## src/rtl/i2c_pkg.sv

```systemverilog
// Shared types for the I2C arbiter: arbitration FSM state encoding.
package i2c_pkg;

    typedef enum logic [1:0] {
        StIdle,
        StIssue,
        StWait,
        StResp
    } arb_state_t;

endpackage

```

## src/rtl/rr_arbiter.sv

```systemverilog
// Round-robin arbiter: combinational one-hot grant starting at a pointer, pointer
// advances past the granted requester when advance_i is set.
module rr_arbiter #(
    parameter int unsigned N = 4
) (
    input  logic                 clk_i,
    input  logic                 a_rst_i,
    input  logic [N-1:0]         req_i,
    input  logic                 advance_i,
    output logic [N-1:0]         gnt_o,
    output logic [$clog2(N)-1:0] gnt_idx_o
);

    localparam int unsigned IdxW = $clog2(N);
    localparam logic [IdxW:0] NumReq = (IdxW+1)'(N);

    logic [IdxW-1:0] ptr_q, ptr_d;

    // b is always < N, so a single conditional subtract gives the modulo.
    function automatic logic [IdxW-1:0] wrap_add(input logic [IdxW-1:0] a,
                                                 input logic [IdxW:0]   b);
        logic [IdxW:0] sum;
        sum = {1'b0, a} + b;
        if (sum >= NumReq) begin
            sum = sum - NumReq;
        end
        return sum[IdxW-1:0];
    endfunction

    always_comb begin
        logic            found;
        logic [IdxW-1:0] idx;
        gnt_o     = '0;
        gnt_idx_o = '0;
        found     = 1'b0;
        idx       = '0;
        for (int unsigned i = 0; i < N; i++) begin
            idx = wrap_add(ptr_q, (IdxW+1)'(i));
            if (!found && req_i[idx]) begin
                found      = 1'b1;
                gnt_o[idx] = 1'b1;
                gnt_idx_o  = idx;
            end
        end
    end

    always_comb begin
        ptr_d = ptr_q;
        if (advance_i) begin
            ptr_d = wrap_add(gnt_idx_o, (IdxW+1)'(1));
        end
    end

    always_ff @(posedge clk_i or posedge a_rst_i) begin
        if (a_rst_i) begin
            ptr_q <= '0;
        end else begin
            ptr_q <= ptr_d;
        end
    end

endmodule

```

## src/rtl/i2c_arbiter.sv

```systemverilog
// Shares one I2C master between REQ_NUM requesters: round-robin accept, issue,
// wait for done or timeout, then answer the issuing requester.
module i2c_arbiter
    import i2c_pkg::*;
#(
    parameter int unsigned REQ_NUM     = 4,
    parameter int unsigned DATA_WIDTH  = 8,
    parameter int unsigned PRESC_WIDTH = 16,
    parameter int unsigned TO_WIDTH    = 24
) (
    input  logic                            clk_i,
    input  logic                            a_rst_i,
    input  logic [PRESC_WIDTH-1:0]          cfg_prescale_i,
    input  logic [TO_WIDTH-1:0]             cfg_timeout_i,
    input  logic [REQ_NUM-1:0]              s_valid_i,
    output logic [REQ_NUM-1:0]              s_ready_o,
    input  logic [REQ_NUM*(DATA_WIDTH-1)-1:0] s_addr_i,
    input  logic [REQ_NUM-1:0]              s_dir_i,
    input  logic [REQ_NUM*DATA_WIDTH-1:0]   s_data_i,
    output logic                            rsp_valid_o,
    output logic [$clog2(REQ_NUM)-1:0]      rsp_id_o,
    output logic [DATA_WIDTH-1:0]           rsp_data_o,
    output logic                            rsp_err_o,
    output logic                            busy_o,
    output logic                            m_en_o,
    output logic [PRESC_WIDTH-1:0]          m_prescale_o,
    output logic [DATA_WIDTH-2:0]           m_slave_addr_o,
    output logic                            m_dir_o,
    output logic [DATA_WIDTH-1:0]           m_data_o,
    input  logic                            m_done_i,
    input  logic [DATA_WIDTH-1:0]           m_rdata_i
);

    localparam int unsigned ADDR_WIDTH = DATA_WIDTH - 1;
    localparam int unsigned IdW        = $clog2(REQ_NUM);

    arb_state_t             state_q, state_d;
    logic [TO_WIDTH-1:0]    cnt_q, cnt_d;
    logic [PRESC_WIDTH-1:0] prescale_q, prescale_d;
    logic [ADDR_WIDTH-1:0]  addr_q, addr_d;
    logic                   dir_q, dir_d;
    logic [DATA_WIDTH-1:0]  data_q, data_d;
    logic [IdW-1:0]         id_q, id_d;
    logic [DATA_WIDTH-1:0]  rsp_data_q, rsp_data_d;
    logic                   rsp_err_q, rsp_err_d;

    logic [REQ_NUM-1:0]     gnt;
    logic [IdW-1:0]         gnt_idx;
    logic                   advance;
    logic [ADDR_WIDTH-1:0]  sel_addr;
    logic                   sel_dir;
    logic [DATA_WIDTH-1:0]  sel_data;

    rr_arbiter #(
        .N (REQ_NUM)
    ) u_rr_arbiter (
        .clk_i     (clk_i),
        .a_rst_i   (a_rst_i),
        .req_i     (s_valid_i),
        .advance_i (advance),
        .gnt_o     (gnt),
        .gnt_idx_o (gnt_idx)
    );

    always_comb begin
        sel_addr = '0;
        sel_dir  = 1'b0;
        sel_data = '0;
        for (int i = 0; i < REQ_NUM; i++) begin
            if (gnt[i]) begin
                sel_addr = s_addr_i[i*ADDR_WIDTH +: ADDR_WIDTH];
                sel_dir  = s_dir_i[i];
                sel_data = s_data_i[i*DATA_WIDTH +: DATA_WIDTH];
            end
        end
    end

    always_comb begin
        state_d    = state_q;
        cnt_d      = cnt_q;
        prescale_d = prescale_q;
        addr_d     = addr_q;
        dir_d      = dir_q;
        data_d     = data_q;
        id_d       = id_q;
        rsp_data_d = rsp_data_q;
        rsp_err_d  = rsp_err_q;
        advance    = 1'b0;
        unique case (state_q)
            StIdle: begin
                if (|s_valid_i) begin
                    advance    = 1'b1;
                    prescale_d = cfg_prescale_i;
                    addr_d     = sel_addr;
                    dir_d      = sel_dir;
                    data_d     = sel_data;
                    id_d       = gnt_idx;
                    state_d    = StIssue;
                end
            end
            StIssue: begin
                cnt_d   = '0;
                state_d = StWait;
            end
            StWait: begin
                // Done takes priority over a timeout expiring in the same cycle.
                if (m_done_i) begin
                    rsp_data_d = dir_q ? m_rdata_i : '0;
                    rsp_err_d  = 1'b0;
                    state_d    = StResp;
                end else if (cfg_timeout_i != '0 && cnt_q == cfg_timeout_i - TO_WIDTH'(1)) begin
                    rsp_data_d = '0;
                    rsp_err_d  = 1'b1;
                    state_d    = StResp;
                end else if (cnt_q != '1) begin
                    cnt_d = cnt_q + TO_WIDTH'(1);
                end
            end
            StResp: begin
                state_d = StIdle;
            end
            default: begin
                state_d = StIdle;
            end
        endcase
    end

    always_ff @(posedge clk_i or posedge a_rst_i) begin
        if (a_rst_i) begin
            state_q    <= StIdle;
            cnt_q      <= '0;
            prescale_q <= '0;
            addr_q     <= '0;
            dir_q      <= 1'b0;
            data_q     <= '0;
            id_q       <= '0;
            rsp_data_q <= '0;
            rsp_err_q  <= 1'b0;
        end else begin
            state_q    <= state_d;
            cnt_q      <= cnt_d;
            prescale_q <= prescale_d;
            addr_q     <= addr_d;
            dir_q      <= dir_d;
            data_q     <= data_d;
            id_q       <= id_d;
            rsp_data_q <= rsp_data_d;
            rsp_err_q  <= rsp_err_d;
        end
    end

    assign s_ready_o      = (state_q == StIdle) ? gnt : '0;
    assign busy_o         = (state_q != StIdle);
    assign m_en_o         = (state_q == StIssue) || (state_q == StWait);
    assign rsp_valid_o    = (state_q == StResp);
    assign rsp_id_o       = id_q;
    assign rsp_data_o     = rsp_data_q;
    assign rsp_err_o      = rsp_err_q;
    assign m_prescale_o   = prescale_q;
    assign m_slave_addr_o = addr_q;
    assign m_dir_o        = dir_q;
    assign m_data_o       = data_q;

endmodule
```

## config.mk

```make
export PLATFORM = sky130hd
export DESIGN_NAME = i2c_arbiter
export DESIGN_NICKNAME = d
export VERILOG_FILES = /design/src/rtl/i2c_pkg.sv /design/src/rtl/rr_arbiter.sv /design/src/rtl/i2c_arbiter.sv
export SDC_FILE = /design/constraint.sdc
export NUM_CORES = 1
export LEC_CHECK = 0
export ABC_AREA = 1
export CORE_MARGIN = 2
export CORE_UTILIZATION = 50
export CTS_CLUSTER_DIAMETER = 60
export DETAILED_ROUTE_END_ITERATION = 10
export PLACE_DENSITY = 0.91
export RECOVER_POWER = 100
export SLEW_MARGIN = 20
export SYNTH_ARGS = -nofsm -noshare
export SYNTH_HDL_FRONTEND = slang
export SYNTH_SLANG_ARGS = --single-unit
export TNS_END_PERCENT = 30
```

## constraint.sdc

```tcl
create_clock -name clk_i -period 5.1 [get_ports clk_i]
set_input_delay 1.02 -clock clk_i [delete_from_list [all_inputs] [get_ports clk_i]]
set_output_delay 1.02 -clock clk_i [all_outputs]
set_load 0.03 [all_outputs]
```

==> impl_results.md <==
- Synth warn: 0
- Hold Crit Start: m_prescale_o[0]$_DFFE_PP0P_
- Vias post-DR: 6,173
- CTS H-tree depth: 3
- Critical R2R Launch: cnt_q[0]$_DFFE_PP0P_
- Layout cell share with drive strength beyond 1: 4.46%
- GR Layer Usage met1: 35.2%
- Fin crit period: 4670 ps
- GRT Overall Usage: 29.6%
- Final Hold Fails: 0
- Post-synthesis cell type count: 39
- Dpl hpwl: 12,700 um
- Sink Count: 71
- Number of global-route vias before repair: 6,072
- Worst setup EP type: output pin
- Total power: 3.95 mW
- Initial antenna violation count: 0
- Net count, final: 1,136
- Syn Inst Count: 856
- Worst Skew: 14.5 ps
- DR WL/cell: 14.7 um
- Final Instance Area: 0.00740 mm^2
- GR peak layer: met2
- Synth Cell Area: 0.00552 mm^2
- Status: finished clean
- IO Pins: 169
- Fmax achieved: 214 MHz
- Vias per cell: 5.37
- Clock buffer depth: 2
- Most common cell after layout, fill and taps aside: nand2_1
- Initial Utilization: 51.2%
- Worst slew margin: 6.60%
- DRC: 0
- Final setup vio count: 0
- Setup CP Type: input port to output pin
- # Post-CTS Setup Buffers: 0
- Met3 GRT Util: 8.19%
- Startpoint types: input port
- Final max-slew violation count: 0
- Syn Nets: 986
- Most frequent cells in the layout: 297 x nand2_1, 115 x clkdlybuf4s50_1, 99 x nor2_1
- Largest net degree at the start of global routing: 43
- Critical Path RT: 4080 ps
- 1st-iter DRT viols: 498
- CTS tree: done
- Synth Register Bits: 71
- Layout overhead on the synthesized area: 34.0%
- Hold Crit Class: flop to flop
- GRT met2 Usage: 49.4%
- Worst endpoint data arrival time: 3650 ps
- P per Cell Area: 534 mW/mm^2
- Full die area: 0.0119 mm^2
- Placed instance area: 0.00723 mm^2
- Peak supply drop: 438 uV
- Clk Latency, worst-skew pair: 360 ps
- I/O Buffers: 168
- # diodes: 0
- FP Rows: 38
- # Max-Cap Violations: 0
- CTS root buf: clkbuf_8
- Avg Cell Area, Syn: 6.45 um^2
- Reg clk slew, reported paths: 80 ps
- CP Max Fanout: 18
- Hold_buf cts: 0
- Seq/Total Area, Yosys: 32.2%
- CTS buffer count: 9
- Post-route ant nets: 0
- Core box area: 0.0108 mm^2
- Leakage power: 3.54 nW
- Gr ovfl total: 0
- Fin crit share: 91.5%
- Critical path launch point: s_valid_i[1]
- Final Wtd Congestion: 0.982
- Post-Route WL: 16,900 um
- Unrepaired setup endpoints after global routing: false
- Post-CTS Resized: 0
- Die Width: 109 um
- Setup tns final: 0 ps
- First-pass GRT wire length: 27,500 um
- Vert. Die Dim: 109 um
- DRT Pass-1 Iters: 6
- Worst slew pin tran: 1400 ps
worst max-delay path, cell delays in order:
cell and delay, ps:
dlygate4sd3_1 570, o21ai_0 260, nand2_1 130, o21ai_1 150
nand2_1 90, nor2_2 210, nand2_1 130, nand3_4 220
nand2_1 80, inv_1 50, dlygate4sd3_1 730
worst paths after layout:
path,endpoint,slack (ps),depth (start not counted)
hold / removal,m_prescale_o[0]$_DFFE_PP0P_,470,2
min in group asynchronous,m_prescale_o[15]$_DFFE_PP0P_,1510,2
setup reg to reg,cnt_q[2]$_DFFE_PP0P_,1990,13
max in group asynchronous,cnt_q[8]$_DFFE_PP0P_,1920,3
hold reg to reg,m_prescale_o[0]$_DFFE_PP0P_,470,2
setup / recovery,s_ready_o[1],430,11
routing by layer:
| layer | part of all wire (%) | routed length, um |
|---|---|---|
| met1 | 40 | 6760 |
| met2 | 46 | 7720 |
| met3 | 9.9 | 1670 |
| met4 | 4.3 | 718 |
| met5 | 0 | 0 |
registers in the layout (all words and copies together), names as in the netlist:
| signal | count |
|---|---|
| cnt_q | 24 |
| m_prescale_o | 16 |
| m_data_o | 8 |
| rsp_data_o | 8 |
| m_slave_addr_o | 7 |
| rsp_id_o | 2 |
| state_q | 2 |
| u_rr_arbiter.ptr_q | 2 |
| m_dir_o | 1 |
| rsp_err_o | 1 |
layout make-up:
cell class / instances / area (um^2)
clock buffer: 10 / 138
clock inverter: 5 / 58.8
fill: 892 / 3390
inverter: 80 / 300
multi-input combinational: 669 / 3230
sequential: 71 / 1780
tap: 140 / 175
timing repair buffer: 175 / 1730
power by group:
| part | internal (mW) | switching, mW | leakage (nW) |
|---|---|---|---|
| Combinational | 0.864 | 1.73 | 2.54 |
| Sequential | 0.765 | 0.130 | 0.907 |
| Clock | 0.236 | 0.230 | 0.0944 |
stage by stage:
| stage | hold slack [ps] | setup WS, ps | util (%) | cells |
|---|---|---|---|---|
| after CTS | 476 | 665 | 68.8 | 1150 |
| final | 467 | 434 | 68.6 | 1150 |
| after floorplan | 484 | 1710 | - | 856 |
| after global routing | 495 | 249 | 68.6 | 1150 |
| after detailed placement | 457 | 660 | 67.0 | 1135 |
| after global placement | 453 | 733 | 67.0 | 1135 |
cell families after synthesis:
kind of cell / count (synthesis) / synth area share [%]
AO/OA/AOI/OAI: 95 / 8.97
XOR/XNOR: 40 / 6.34
flip-flops: 71 / 32.2
buffers and inverters: 116 / 9.15
AND/OR/NAND/NOR: 523 / 40.9
adder cells (fa/ha/maj): 11 / 2.49
Yosys cell counts (all sizes together):
master  count  area share (%)
a21boi      1            0.14
nor4        4            0.57
dfrtp      71              32
or2         1            0.11
xnor2      14             2.2
nand3      76             7.4
nor3b       1            0.23
buf        23             2.8
nor2      109             8.0
o31ai       1            0.14
nor3        8            0.82
inv        78             5.3
nand4      19             2.2
o211ai      1            0.14
o21ai      23             2.2
nand2     300              21
clkbuf     13            0.91
clkinv      2            0.14
nand3b      5            0.68
a21oi      67             6.1
xor2       26             4.1
ha         11             2.5
a22oi       2            0.27
Note: power is estimated with default switching activity, not from simulation.
